$ cat src/rtl/fll_clkdiv_bank.sv
// rtl/fll_clkdiv_bank.sv - bank of NB_FLL programmable REFCLK/(2*D) clock dividers with CFG access and lock flags
//
// Optional build macro: FLL_STATUS_REG_EN (status register with LOCK readback and soft resync at address NB_FLL)
//
// Ports:
//   REFCLK  in   reference clock, all state on its rising edge
//   RSTB    in   asynchronous active-low reset
//   OUTCLK  out  [NB_FLL] divided clocks, registered
//   LOCK    out  [NB_FLL] per-channel lock flag
//   CFGREQ  in   config request (4-phase)
//   CFGACK  out  config acknowledge, one-cycle pulse
//   CFGAD   in   [CFG_ADDR_WIDTH] register address
//   CFGD    in   [CFG_DATA_WIDTH] write data
//   CFGQ    out  [CFG_DATA_WIDTH] read data, valid while CFGACK=1
//   CFGWEB  in   write enable, active low
//   PWD     in   synchronous power down, active high
module fll_clkdiv_bank #(
    parameter int NB_FLL         = 4,
    parameter int CFG_ADDR_WIDTH = 4,
    parameter int CFG_DATA_WIDTH = 32,
    parameter int DIV_WIDTH      = 8,
    parameter int DIV_RESET      = 1,
    parameter int LOCK_CYCLES    = 16
) (
    input  logic                      REFCLK,
    input  logic                      RSTB,
    output logic [NB_FLL-1:0]         OUTCLK,
    output logic [NB_FLL-1:0]         LOCK,
    input  logic                      CFGREQ,
    output logic                      CFGACK,
    input  logic [CFG_ADDR_WIDTH-1:0] CFGAD,
    input  logic [CFG_DATA_WIDTH-1:0] CFGD,
    output logic [CFG_DATA_WIDTH-1:0] CFGQ,
    input  logic                      CFGWEB,
    input  logic                      PWD
);

    localparam int LCW = (LOCK_CYCLES > 1) ? $clog2(LOCK_CYCLES) : 1;
    localparam logic [LCW-1:0]       LC_LAST = LCW'(LOCK_CYCLES - 1);
    localparam logic [DIV_WIDTH-1:0] D_RST   = DIV_WIDTH'(DIV_RESET);

    typedef enum logic [1:0] {
        S_IDLE,
        S_LATCH,
        S_ACK,
        S_WAITLO
    } cfg_state_t;

    cfg_state_t state_q, state_d;

    logic [CFG_ADDR_WIDTH-1:0] cap_ad_q;
    logic [DIV_WIDTH-1:0]      cap_d_q;
    logic                      cap_web_q;
    logic                      ack_d;
    logic [CFG_DATA_WIDTH-1:0] q_d;
    logic [CFG_DATA_WIDTH-1:0] rdata;

    logic [DIV_WIDTH-1:0] shadow_q [NB_FLL];
    logic [DIV_WIDTH-1:0] act_q    [NB_FLL];
    logic [DIV_WIDTH-1:0] cnt_q    [NB_FLL];
    logic [LCW-1:0]       lcnt_q   [NB_FLL];
    logic [DIV_WIDTH-1:0] sh_nxt   [NB_FLL];

    logic [NB_FLL-1:0] wr;
    logic [NB_FLL-1:0] clr;
    logic [NB_FLL-1:0] boundary;
    logic [NB_FLL-1:0] apply;
    logic              resync;

    // Only the divide field of the write data is stored.
    generate
        if (CFG_DATA_WIDTH > DIV_WIDTH) begin : g_cfgd_hi
            logic unused_cfgd_hi;
            assign unused_cfgd_hi = ^CFGD[CFG_DATA_WIDTH-1:DIV_WIDTH];
        end
    endgenerate

`ifdef FLL_STATUS_REG_EN
    localparam logic [CFG_ADDR_WIDTH-1:0] STAT_ADDR = CFG_ADDR_WIDTH'(NB_FLL);
    // Soft resync fires on the same edge a divide write would land.
    assign resync = (state_q == S_ACK) && !cap_web_q && (cap_ad_q == STAT_ADDR) && cap_d_q[0];
`else
    assign resync = 1'b0;
`endif

    always_comb begin
        rdata = '0;
        for (int i = 0; i < NB_FLL; i++) begin
            if (cap_ad_q == CFG_ADDR_WIDTH'(i)) rdata = CFG_DATA_WIDTH'(shadow_q[i]);
        end
`ifdef FLL_STATUS_REG_EN
        if (cap_ad_q == STAT_ADDR) rdata = CFG_DATA_WIDTH'(LOCK);
`endif
    end

    // CFG FSM. LATCH gives the registered ACK/Q their one-cycle delay so the
    // ACK cycle sits between the second and third edge after REQ.
    always_ff @(posedge REFCLK or negedge RSTB) begin
        if (!RSTB) begin
            state_q   <= S_IDLE;
            CFGACK    <= 1'b0;
            CFGQ      <= '0;
            cap_ad_q  <= '0;
            cap_d_q   <= '0;
            cap_web_q <= 1'b1;
        end else begin
            state_q <= state_d;
            CFGACK  <= ack_d;
            CFGQ    <= q_d;
            if (state_q == S_IDLE && CFGREQ) begin
                cap_ad_q  <= CFGAD;
                cap_d_q   <= CFGD[DIV_WIDTH-1:0];
                cap_web_q <= CFGWEB;
            end
        end
    end

    always_comb begin
        state_d = state_q;
        ack_d   = 1'b0;
        q_d     = '0;
        case (state_q)
            S_IDLE:   if (CFGREQ) state_d = S_LATCH;
            S_LATCH: begin
                state_d = S_ACK;
                ack_d   = 1'b1;
                if (cap_web_q) q_d = rdata;
            end
            S_ACK:    state_d = S_WAITLO;
            S_WAITLO: if (!CFGREQ) state_d = S_IDLE;
            default:  state_d = S_IDLE;
        endcase
    end

    // Per-channel control. sh_nxt folds in a write landing this edge so a
    // write coinciding with a period boundary is applied immediately.
    always_comb begin
        wr       = '0;
        clr      = '0;
        boundary = '0;
        apply    = '0;
        for (int i = 0; i < NB_FLL; i++) begin
            sh_nxt[i] = shadow_q[i];
            if (!cap_web_q && cap_ad_q == CFG_ADDR_WIDTH'(i)) begin
                wr[i]  = (state_q == S_ACK);
                clr[i] = (state_q == S_LATCH) && (cap_d_q != shadow_q[i]) && (cap_d_q != act_q[i]);
            end
            if (wr[i]) sh_nxt[i] = cap_d_q;
            boundary[i] = (act_q[i] != '0) && OUTCLK[i] && (cnt_q[i] == act_q[i] - 1'b1);
            apply[i]    = PWD || resync ||
                          ((sh_nxt[i] != act_q[i]) && ((act_q[i] == '0) || boundary[i]));
        end
    end

    always_ff @(posedge REFCLK or negedge RSTB) begin
        if (!RSTB) begin
            OUTCLK <= '0;
            LOCK   <= '0;
            for (int i = 0; i < NB_FLL; i++) begin
                shadow_q[i] <= D_RST;
                act_q[i]    <= D_RST;
                cnt_q[i]    <= '0;
                lcnt_q[i]   <= '0;
            end
        end else begin
            for (int i = 0; i < NB_FLL; i++) begin
                shadow_q[i] <= sh_nxt[i];
                if (apply[i]) begin
                    // New ratio starts on a fresh low phase; lock restarts.
                    act_q[i]  <= sh_nxt[i];
                    cnt_q[i]  <= '0;
                    OUTCLK[i] <= 1'b0;
                    lcnt_q[i] <= '0;
                    LOCK[i]   <= 1'b0;
                end else begin
                    if (act_q[i] == '0) begin
                        cnt_q[i]  <= '0;
                        OUTCLK[i] <= 1'b0;
                    end else if (cnt_q[i] == act_q[i] - 1'b1) begin
                        cnt_q[i]  <= '0;
                        OUTCLK[i] <= ~OUTCLK[i];
                    end else begin
                        cnt_q[i] <= cnt_q[i] + 1'b1;
                    end
                    // Lock only counts while no new ratio is pending.
                    if (clr[i]) begin
                        LOCK[i]   <= 1'b0;
                        lcnt_q[i] <= '0;
                    end else if (act_q[i] != '0 && !LOCK[i] && sh_nxt[i] == act_q[i]) begin
                        if (lcnt_q[i] == LC_LAST) LOCK[i] <= 1'b1;
                        else                      lcnt_q[i] <= lcnt_q[i] + 1'b1;
                    end
                end
            end
        end
    end

endmodule

$ cat config.mk
export PLATFORM = sky130hd
export DESIGN_NAME = fll_clkdiv_bank
export DESIGN_NICKNAME = d
export VERILOG_FILES = /design/src/rtl/fll_clkdiv_bank.sv
export SDC_FILE = /design/constraint.sdc
export NUM_CORES = 1
export LEC_CHECK = 0
export BUFFER_PORTS_ARGS = -buffer_cell sky130_fd_sc_hd__clkbuf_2
export CORE_MARGIN = 2
export CORE_UTILIZATION = 60
export DETAILED_ROUTE_END_ITERATION = 10
export GPL_ROUTABILITY_DRIVEN = 0
export PLACE_DENSITY = 0.8
export SYNTH_ARGS = -nofsm -noshare
export SYNTH_HDL_FRONTEND = slang
export SYNTH_SLANG_ARGS = --single-unit
$ cat constraint.sdc
create_clock -name REFCLK -period 3.3 [get_ports REFCLK]
set_input_delay 0.33 -clock REFCLK [delete_from_list [all_inputs] [get_ports REFCLK]]
set_output_delay 0.33 -clock REFCLK [all_outputs]
set_load 0.01 [all_outputs]
Word level (Yosys, flattened, before mapping)
Cells that the tools add are included.
{"block": "word_totals", "input_bits": 41, "register_bits": 168, "word_cells": 237}
{"block": "classes", "n_reduce_logical": 77, "mux": 78, "n_bitwise": 4, "eq_ne": 36, "add_sub_neg": 12}
{"cell": "2-to-1 mux 8 bit", "n": 22}
{"cell": "inequality test 8 bit", "n": 12}
{"cell": "== test 8 bit", "n": 8}
{"cell": "2-to-1 mux 4 bit", "n": 16}
{"cell": "2-to-1 mux 1 bit", "n": 37}
{"cell": "nonzero test 3 bit", "n": 12}
{"cell": "logical AND 1 bit", "n": 33}
{"cell": "adder 8 x 1 -> 8 bit (second input constant)", "n": 4}
{"cell": "logical NOT 8 bit", "n": 4}
{"cell": "nonzero test 8 bit", "n": 4}
{"cell": "subtractor 8 x 1 -> 8 bit (second input constant)", "n": 4}
{"cell": "AND reduction 2 bit", "n": 9}
{"cell": "adder 4 x 1 -> 4 bit (second input constant)", "n": 4}
{"cell": "== test 4 bit (second input constant)", "n": 4}
{"cell": "inequality test 3 bit (second input constant)", "n": 4}
{"cell": "== test 4 x 2 -> 1 bit (second input constant)", "n": 2}
{"cell": "logical OR 1 bit", "n": 8}
{"cell": "one-hot mux 2 bit (4 select lines)", "n": 1}
{"cell": "logical NOT 1 bit", "n": 5}
{"cell": "== test 2 bit (second input constant)", "n": 2}
{"cell": "== test 4 x 1 -> 1 bit (second input constant)", "n": 1}
{"cell": "logical NOT 4 bit", "n": 1}
{"cell": "2-to-1 mux 2 bit", "n": 2}
{"cell": "inequality test 2 bit (second input constant)", "n": 2}
{"cell": "other kinds (3)", "n": 6}

Longest topological paths before layout
Gate-level depths: netlist of run 1.
{"block": "depth", "ltp_word": 9, "ltp_mapped": 11}

Worst setup path after synthesis of run 1
OpenSTA, ideal clock, no wires.
{"block": "synth_timing", "kind": "flip-flop to flip-flop", "startpoint": "register act_q[0] (netlist name)", "endpoint": "register act_q[1] (netlist name)", "path_stages_with_launch": 11, "required_ns": 3.175, "arrival_time_ns": 2.824, "setup_time_ns": 0.125, "slack_ns": 0.351, "period_less_slack_ns": 2.949, "cell_sequence": "dfstp_2 -> clkbuf_1 -> inv_1 -> ha_1 -> or3b_2 -> or3_1 -> xnor2_1 -> nor4_1 -> a311oi_1 -> nor2_1 -> mux2_2"}
{"block": "synth_via", "elab_chain_cells": 6}
{"item": "from (decl)", "line_no": "59", "text": "logic [DIV_WIDTH-1:0] act_q [NB_FLL];"}
{"item": "from (signal, indexed assignment)", "line_no": "170", "text": "act_q[i] <= sh_nxt[i];"}
{"item": "subtractor 8 x 1 -> 8 bit / nonzero test 8 bit (equally long branches)", "line_no": "149", "text": "boundary[i] = (act_q[i] != '0) && OUTCLK[i] && (cnt_q[i] == act_q[i] - 1'b1);"}
{"item": "== test 8 bit / logical AND 1 bit (equally long branches)", "line_no": "149"}
{"item": "logical AND 1 bit", "line_no": "149"}
{"item": "logical OR 1 bit", "line_no": "151", "text": "((sh_nxt[i] != act_q[i]) && ((act_q[i] == '0) || boundary[i]));"}
{"item": "logical AND 1 bit (*)", "line_no": "151"}
{"item": "logical OR 1 bit (*)", "line_no": "150", "text": "apply[i] = PWD || resync ||"}
Every way passes the cells marked *; elsewhere a longest branch is shown, timed or not.
A chain may end at the register's enable or synchronous reset.

Worst setup path after layout of run 1
{"block": "layout_timing", "startpoint": "register state_q[0]", "endpoint": "register lcnt_q[11] (netlist name)"}
{"block": "layout_via", "elab_chain_cells": 8}
{"item": "from (decl)", "line_no": "49", "text": "cfg_state_t state_q, state_d;"}
{"item": "from (signal assigned)", "line_no": "107", "text": "state_q <= state_d;"}
{"item": "== test 2 bit", "line_no": "145", "text": "wr[i] = (state_q == S_ACK);"}
{"item": "2-to-1 mux 1 bit", "line_no": "144", "text": "if (!cap_web_q && cap_ad_q == CFG_ADDR_WIDTH'(i)) begin"}
{"item": "2-to-1 mux 8 bit", "line_no": "148", "text": "if (wr[i]) sh_nxt[i] = cap_d_q;"}
{"item": "inequality test 8 bit", "line_no": "151"}
{"item": "logical AND 1 bit", "line_no": "151"}
{"item": "logical OR 1 bit", "line_no": "150"}
{"item": "inequality test 3 bit (no line) / nonzero test 3 bit (equally long branches)"}
{"item": "AND reduction 2 bit (no line)"}
{"item": "to (signal, indexed assignment)", "line_no": "191", "text": "else lcnt_q[i] <= lcnt_q[i] + 1'b1;"}
{"item": "to (decl)", "line_no": "61", "text": "logic [LCW-1:0] lcnt_q [NB_FLL];"}
Several ways; a longest one is shown, not always the timed one.

==> metrics.md, run 1 <==
| Metric | Value |
|---|---|
| Top cells by area, synth | `dfrtp_1, xor2_1, mux2_2` |
| Fillers | `around 1.1k` |
| Area grow syn2layout | `11.20%` |
| Clock-pin slew on the worst setup and hold paths | `60 ps` |
| RSZ-0062 raised after global routing | `false` |
| Routed Wire Length | `19990 um` |
| Rel. slew slack | `41.95%` |
| Largest net degree at the start of global routing | `79` |
| Period Utilization, post-route | `94.93%` |
| WP data required | `3650 ps` |
| Avg Cell Area, Syn | `9.973 sq um` |
| Status | `finished clean` |
| CP max FO | `5` |
| Combinational power share | `43.7%` |
| First-pass GRT wire length | `32920 um` |
| Hold Slack | `128.9 ps` |
| Share of layout cells above drive strength 1 | `20.58%` |
| DR pass1 iterations | `5` |
| CP Capture Type | `flop` |
| Post-synthesis sequential area ratio | `41.00%` |
| FMAX | `319.2 MHz` |
| Post-Synth Adder-Cell Area | `2.413%` |
| Ys async rst share | `between 90% and 100%` |
| CTS Root Cell | `clkbuf_16` |
| Starting Density | `61.12%` |
| CTS sink cnt | `approximately 140` |
| Switching Fraction | `between 40 and 50%` |
| Port bufs | `33` |
| Startpoint class of the critical path | `flop` |
| Routed vias | `6723` |
| DRC viols | `0` |
| Setup violators final | `0` |
| CP cell instances | `inv_2 -> ha_1 -> nor4b_4 -> buf_4 -> nand2_2 -> or4_1 -> a22o_1 -> or3_4 -> or4_1 -> a21oi_1` |
| Clock power frac | `between 20% and 30%` |
| Final Hold Fails | `0` |
| Max cap viols | `0` |
| Synth Instances | `884` |
| GRT Total Usage | `26.33%` |
| Synth cell types | `71` |
| Power density over cell area | `919.4 nW/um^2` |
| Synth warn | `0` |
| Core footprint | `14420 sq um` |
| DR vias/cell | `6.046` |
| Post-synth EDFFs | `0` |
| Final layout net count | `973` |
| Maximum VDD drop | `0.6003 mV` |
| CTS H-tree depth | `4` |
| Xor/xnor cell area share of the yosys netlist | `between 10% and 20%` |
| Slowest cell on the critical path | `or4_1` |
| Clk_lat worst skew | `430 ps` |
| Seq pwr share | `34.2%` |
| CTS max path bufs | `2` |
| Critical Path Max Stage Delay | `530 ps` |
| Vias in the first global route | `about 6.5k` |
| Top-count cell post-synth | `dfrtp_1` |
| Worst hold path type | `primary input to flop` |
| Setup TNS | `0 ps` |
| Max-slew violations | `0` |
| Die area | `15680 sq um` |
| Min cycle time layout | `3133 ps` |
| HPWL after DPL | `13910 um` |
| Site row count | `44` |
| Largest family of logic cells by synthesized area | `simple AND/OR/NAND/NOR gates` |
| Mapped cell area | `8816 sq um` |
| Most frequent cells after synthesis | `dfrtp_1, xor2_1, nor2_1` |
| Cell internal pwr | `about 0.0054 W` |
| Leakage | `4.527 nW` |
| CP top delay family | `simple AND/OR/NAND/NOR gates` |
| Die Y-Extent | `125.2 um` |
| Synth Flop Type | `dfrtp_1` |
| Initial antenna violation count | `0` |
| Post-synthesis mux area share | `10.29%` |
| Cts bufs inserted | `17` |
| Setup Skew | `6.721 ps` |
| Critical Path AT | `around 3500 ps` |
| NetSw | `0.003623 W` |
| Initial DRC Count | `611` |
| Avg WL per Cell | `about 18 um` |
| Compound-Gate Fraction of Synth Area | `8.501%` |
| Post-DRT Antenna Nets | `0` |
| Grt ovf | `0` |
| Simple-gate share of the synthesized area | `18.21%` |
| TritonCTS clock tree | `done` |
| Most used cell, CP | `or4_1` |
| Worst-margin pin slew | `approximately 860 ps` |
| Crit path buf inv count | `2` |
| Die width | `125.2 um` |
| # diodes | `0` |
| # IOs | `82` |
| Yosys top cell by area | `dfrtp_1` |
| CP Class | `flop to flop` |
| FF+latch count, synth | `144` |
| Synth top area share | `between 30% and 40%` |
final timing paths:
kind                            slack (ps)           to       start  depth (start not counted)
worst max register to register         170   lcnt_q[11]  state_q[0]                         10
min in group asynchronous              490   state_q[1]        RSTB                          2
worst max-delay path                   170   lcnt_q[11]  state_q[0]                         10
worst min-delay path                   130  cap_ad_q[2]    CFGAD[2]                          2
max in group asynchronous             1970    act_q[16]        RSTB                          3
worst min register to register         550     cnt_q[8]    cnt_q[8]                          1
registers in the layout, indices dropped and copies added (netlist names):
| name | cells |
|---|---|
| CFGQ | 8 |
| cap_d_q | 8 |
| cap_web_q | 1 |
| state_q | 2 |
| act_q | 32 |
| lcnt_q | 16 |
| CFGACK | 1 |
| shadow_q | 32 |
| cap_ad_q | 4 |
| OUTCLK | 4 |
| LOCK | 4 |
| cnt_q | 32 |
cells in the final DEF (no fill, tap or decap), types with 12 or more instances in the layout:
master and count:
nand3_1 40, o21ai_0 18, dfrtp_1 135, clkbuf_16 17
and3_1 17, nor4_1 16, conb_1 24, a21oi_1 20
ha_1 17, nand2b_1 12, mux2_2 60, nand2_1 42
nor2_1 66, buf_4 30, inv_1 28, clkbuf_2 32
nor3_1 27, nor2b_1 16, xnor2_1 42, xor2_1 99
power groups by stage:
stage / Sequential [W] / Clock [W] / Combinational, W
6_report: 0.00308 / 0.00199 / 0.00394
2_1_floorplan: 0.00268 / 0 / 0.00317
5_1_grt: 0.00315 / 0.00210 / 0.00430
3_3_place_gp: 0.00306 / 0 / 0.00371
4_1_cts: 0.00305 / 0.00202 / 0.00388
3_5_place_dp: 0.00308 / 0 / 0.00383
routing by layer:
| layer | routed length (um) | up-vias | share of wire, % | global-route usage, % |
|---|---|---|---|---|
| li1 | - | 3130 | - | - |
| met1 | 8743 | 3309 | 44 | 35.15 |
| met2 | 9374 | 218 | 47 | 40.95 |
| met3 | 1035 | 66 | 5.2 | 5.563 |
| met4 | 838 | 0 | 4.2 | 13.40 |
| met5 | 0 | - | 0 | 0 |
stage by stage:
step	power [W]	setup WS, ps	cell area, sq um	std cells	util (%)
floorplan	0.005850	351.3	8902	907	-
global placement	0.006769	179.8	9155	1077	63.47
detailed placement	0.006908	115.8	9155	1077	63.47
CTS	0.008958	90.71	9779	1110	67.80
global route	0.009556	19.99	9803	1112	67.97
finish	0.009013	167.4	9803	1112	67.97
kinds of logic (layout without fill, tap and decap cells):
group           count (synthesis)  in the layout
simple gates                  299            299
flops                         144            144
xor+xnor                      141            141
buf+inv                       105            126
compound gates                104            104
mux                            73             73
fa+ha+maj                      17             17
other cells                     1             24
repair_timing:
item                                   4_1_cts  5_1_grt
endpoints found under the hold margin       70        0
buffers inserted                             0        2
gates resized for setup                      0        4
hold buffers                                 1        0
setup endpoints to repair                    0       26
cell type report:
type                       count  area, sq um  share of cell area (%)
clock inverter                12        157.7                   1.608
multi-input combinational    658         4808                   49.05
timing repair buffer          65        426.7                   4.352
sequential                   144         3615                   36.87
inverter                      29        108.9                   1.110
clock buffer                  20        456.7                   4.659
tap                          184        230.2                   2.348
(Power assumes the default switching activity.)
==> inputs of run 2 (changes only) <==
==> config.mk (replaced) <==
export PLATFORM = sky130hd
export DESIGN_NAME = fll_clkdiv_bank
export DESIGN_NICKNAME = d
export VERILOG_FILES = /design/src/rtl/fll_clkdiv_bank.sv
export SDC_FILE = /design/constraint.sdc
export NUM_CORES = 1
export LEC_CHECK = 0
export CORE_MARGIN = 2
export CORE_UTILIZATION = 60
export DETAILED_ROUTE_END_ITERATION = 10
export DONT_BUFFER_PORTS = 1
export GPL_ROUTABILITY_DRIVEN = 0
export PLACE_DENSITY = 0.76
export SYNTH_ARGS = -nofsm -noshare
export SYNTH_HDL_FRONTEND = slang
export SYNTH_SLANG_ARGS = --single-unit
==> metrics.md, run 2 (same netlist as run 1, synthesis figures left out) <==
| Metric | Value |
|---|---|
| Die width | `125.2 um (unchanged)` |
| Combinational power share | `42.5% (was 43.7%)` |
| Hold Buf Count CTS | `1 (unchanged)` |
| Final Hold Fails | `144 (was 0)` |
| Vias in the first global route | `6874 (was 6544)` |
| Critical Path Max Stage Delay | `600 ps (was 530 ps)` |
| # IOs | `82 (unchanged)` |
| Initial antenna violation count | `1 (was 0)` |
| Worst R2R End | `act_q[22] (was lcnt_q[11])` |
| Final Util | `66.49% (was 67.97%)` |
| CTS Root Cell | `clkbuf_16 (unchanged)` |
| CP Capture Type | `flop (unchanged)` |
| Power density over cell area | `935.6 nW/um^2 (was 919.4 nW/um^2)` |
| Status | `complete, but fails checks (was finished clean)` |
| DR pass1 iterations | `5 (unchanged)` |
| Max cap viols | `0 (unchanged)` |
| CP top delay family | `compound AO/OA/AOI/OAI gates (was simple AND/OR/NAND/NOR gates)` |
| Reg2reg path depth | `9 (was 10)` |
| Post-DRT Antenna Nets | `0 (unchanged)` |
| Fin area | `9590 sq um (was 9803 sq um)` |
| Area grow syn2layout | `8.785% (was 11.20%)` |
| Starting Density | `61.12% (unchanged)` |
| Period Utilization, post-route | `95.08% (was 94.93%)` |
| Setup TNS | `0 ps (unchanged)` |
| Rel. slew slack | `42.59% (was 41.95%)` |
| First-pass GRT wire length | `34640 um (was 32920 um)` |
| CTS H-tree depth | `4 (unchanged)` |
| Clock-pin slew on the worst setup and hold paths | `60 ps (about the same)` |
| Clock power frac | `22.3% (was 22.1%)` |
| Most frequent cells in the layout | `dfrtp_1, xor2_1, nor2_1 (unchanged)` |
| Hold Slack | `-412.8 ps (was 128.9 ps)` |
| CTS sink cnt | `144 (unchanged)` |
| Die Y-Extent | `125.2 um (unchanged)` |
| Post-Place Cell Area | `8934 sq um (was 9155 sq um)` |
| Largest regs | `act_q x32, cnt_q x32, shadow_q x32 (unchanged)` |
| Final layout net count | `935 (was 973)` |
| Routed Wire Length | `20930 um (was 19990 um)` |
| Worst-margin pin slew | `850.4 ps (was 859.8 ps)` |
| Share of layout cells above drive strength 1 | `17.32% (was 20.58%)` |
| Initial DRC Count | `519 (was 611)` |
| Max-slew violations | `0 (unchanged)` |
| Crit path buf inv count | `1 (was 2)` |
| Critical Path AT | `3460 ps (was 3490 ps)` |
| Grt ovf | `0 (unchanged)` |
| Die area | `15680 sq um (unchanged)` |
| RSZ-0062 raised after global routing | `false (unchanged)` |
| Seq pwr share | `35.2% (was 34.2%)` |
| Cts bufs inserted | `17 (unchanged)` |
| FMAX | `318.7 MHz (was 319.2 MHz)` |
| Largest net degree at the start of global routing | `145 (was 79)` |
| Reg-to-reg slack, setup | `160 ps (was 170 ps)` |
| Setup violators final | `0 (unchanged)` |
| Slowest cell on the critical path | `dfstp_2 (was or4_1)` |
| CP cell instances | `inv_1 -> ha_1 -> o21ba_2 -> a221oi_1 -> a41oi_1 -> a2111oi_2 -> a211oi_1 -> nor2_2 -> mux2_2 (was inv_2 -> ha_1 -> nor4b_4 -> buf_4 -> nand2_2 -> or4_1 -> a22o_1 -> or3_4 -> or4_1 -> a21oi_1)` |
| Startpoint class of the critical path | `flop (unchanged)` |
| Site row count | `44 (unchanged)` |
| Reg-to-Reg Start | `act_q[16] (was state_q[0])` |
| Worst hold path type | `primary input to asynchronous set/reset pin (was primary input to flop)` |
| Maximum VDD drop | `0.5622 mV (was 0.6003 mV)` |
| Min cycle time layout | `3137 ps (was 3133 ps)` |
| Routed vias | `6720 (was 6723)` |
| Most common cell after layout, fill and taps aside | `dfrtp_1 (unchanged)` |
| DR vias/cell | `6.257 (was 6.046)` |
| WP data required | `3620 ps (was 3650 ps)` |
| Violated checks | `hold timing` |
| Switching Fraction | `40.94% (was 40.20%)` |
| GRT Total Usage | `27.69% (was 26.33%)` |
| Instance count on the critical path | `9 (was 10)` |
| Avg WL per Cell | `19.49 um (was 17.98 um)` |
| CP Class | `flop to flop (unchanged)` |
| CP max FO | `8 (was 5)` |
| Cell internal pwr | `0.005299 W (was 0.005390 W)` |
| Clk_lat worst skew | `440 ps (was 430 ps)` |
| CTS max path bufs | `2 (unchanged)` |
| HPWL after DPL | `14430 um (was 13910 um)` |
| Core footprint | `14420 sq um (unchanged)` |
| NetSw | `0.003674 W (was 0.003623 W)` |
| Setup Skew | `11.27 ps (was 6.721 ps)` |
| DRC viols | `0 (unchanged)` |
| Port bufs | `0 (was 33)` |
| Leakage | `4.353 nW (was 4.527 nW)` |
| TritonCTS clock tree | `done (unchanged)` |
[run 2: final cells by class]
class / count / area, sq um
Clock inverter: 14 / 183.9
Fill cell: 1119 / 4833
Multi-Input combinational cell: 658 / 4820
Inverter: 29 / 108.9
Antenna cell: 1 / 2.502
Sequential cell: 144 / 3615
Tap cell: 184 / 230.2
Timing Repair Buffer: 27 / 205.2
Clock buffer: 17 / 425.4
[run 2: metal layers]
metal	up-vias	global-route usage, %	part of all wire, %
met5	-	0	0
met4	0	13.66	3.7
met3	63	7.317	6.6
met2	264	46.42	49
met1	3331	33.18	40
li1	3062	-	-
[run 2: worst max-delay path by stage]
stage                          start         end
after global placement    state_q[0]   act_q[29]
after detailed placement  state_q[0]   act_q[26]
after CTS                 state_q[0]  lcnt_q[15]
after floorplan             act_q[0]    act_q[1]
after global routing       act_q[16]   act_q[22]
final                      act_q[16]   act_q[22]
[run 2: what timing repair did]
| action | in CTS | in global routing |
|---|---|---|
| buffers inserted | 0 | 2 |
| endpoints found under the setup margin | 0 | 28 |
| gates resized for setup | 0 | 6 |
| hold endpoints to repair | 148 | 144 |
[run 2: stage by stage]
step / setup slack, ps / total power, W / std cells
2_1_floorplan: 351.3 / 0.005850 / 907
3_3_place_gp: 236.0 / 0.006629 / 1039
3_5_place_dp: 125.2 / 0.006844 / 1039
4_1_cts: 99.20 / 0.008878 / 1071
5_1_grt: 2.026 / 0.009494 / 1073
6_report: 162.5 / 0.008973 / 1074
[run 2: power by group through the flow]
stage / Clock, W / Sequential [W] / Combinational, W
global placement: 0 / 0.00311 / 0.00352
finish: 0.00200 / 0.00316 / 0.00381
detailed placement: 0 / 0.00315 / 0.00370
floorplan: 0 / 0.00268 / 0.00317
CTS: 0.00202 / 0.00312 / 0.00374
global route: 0.00211 / 0.00322 / 0.00417
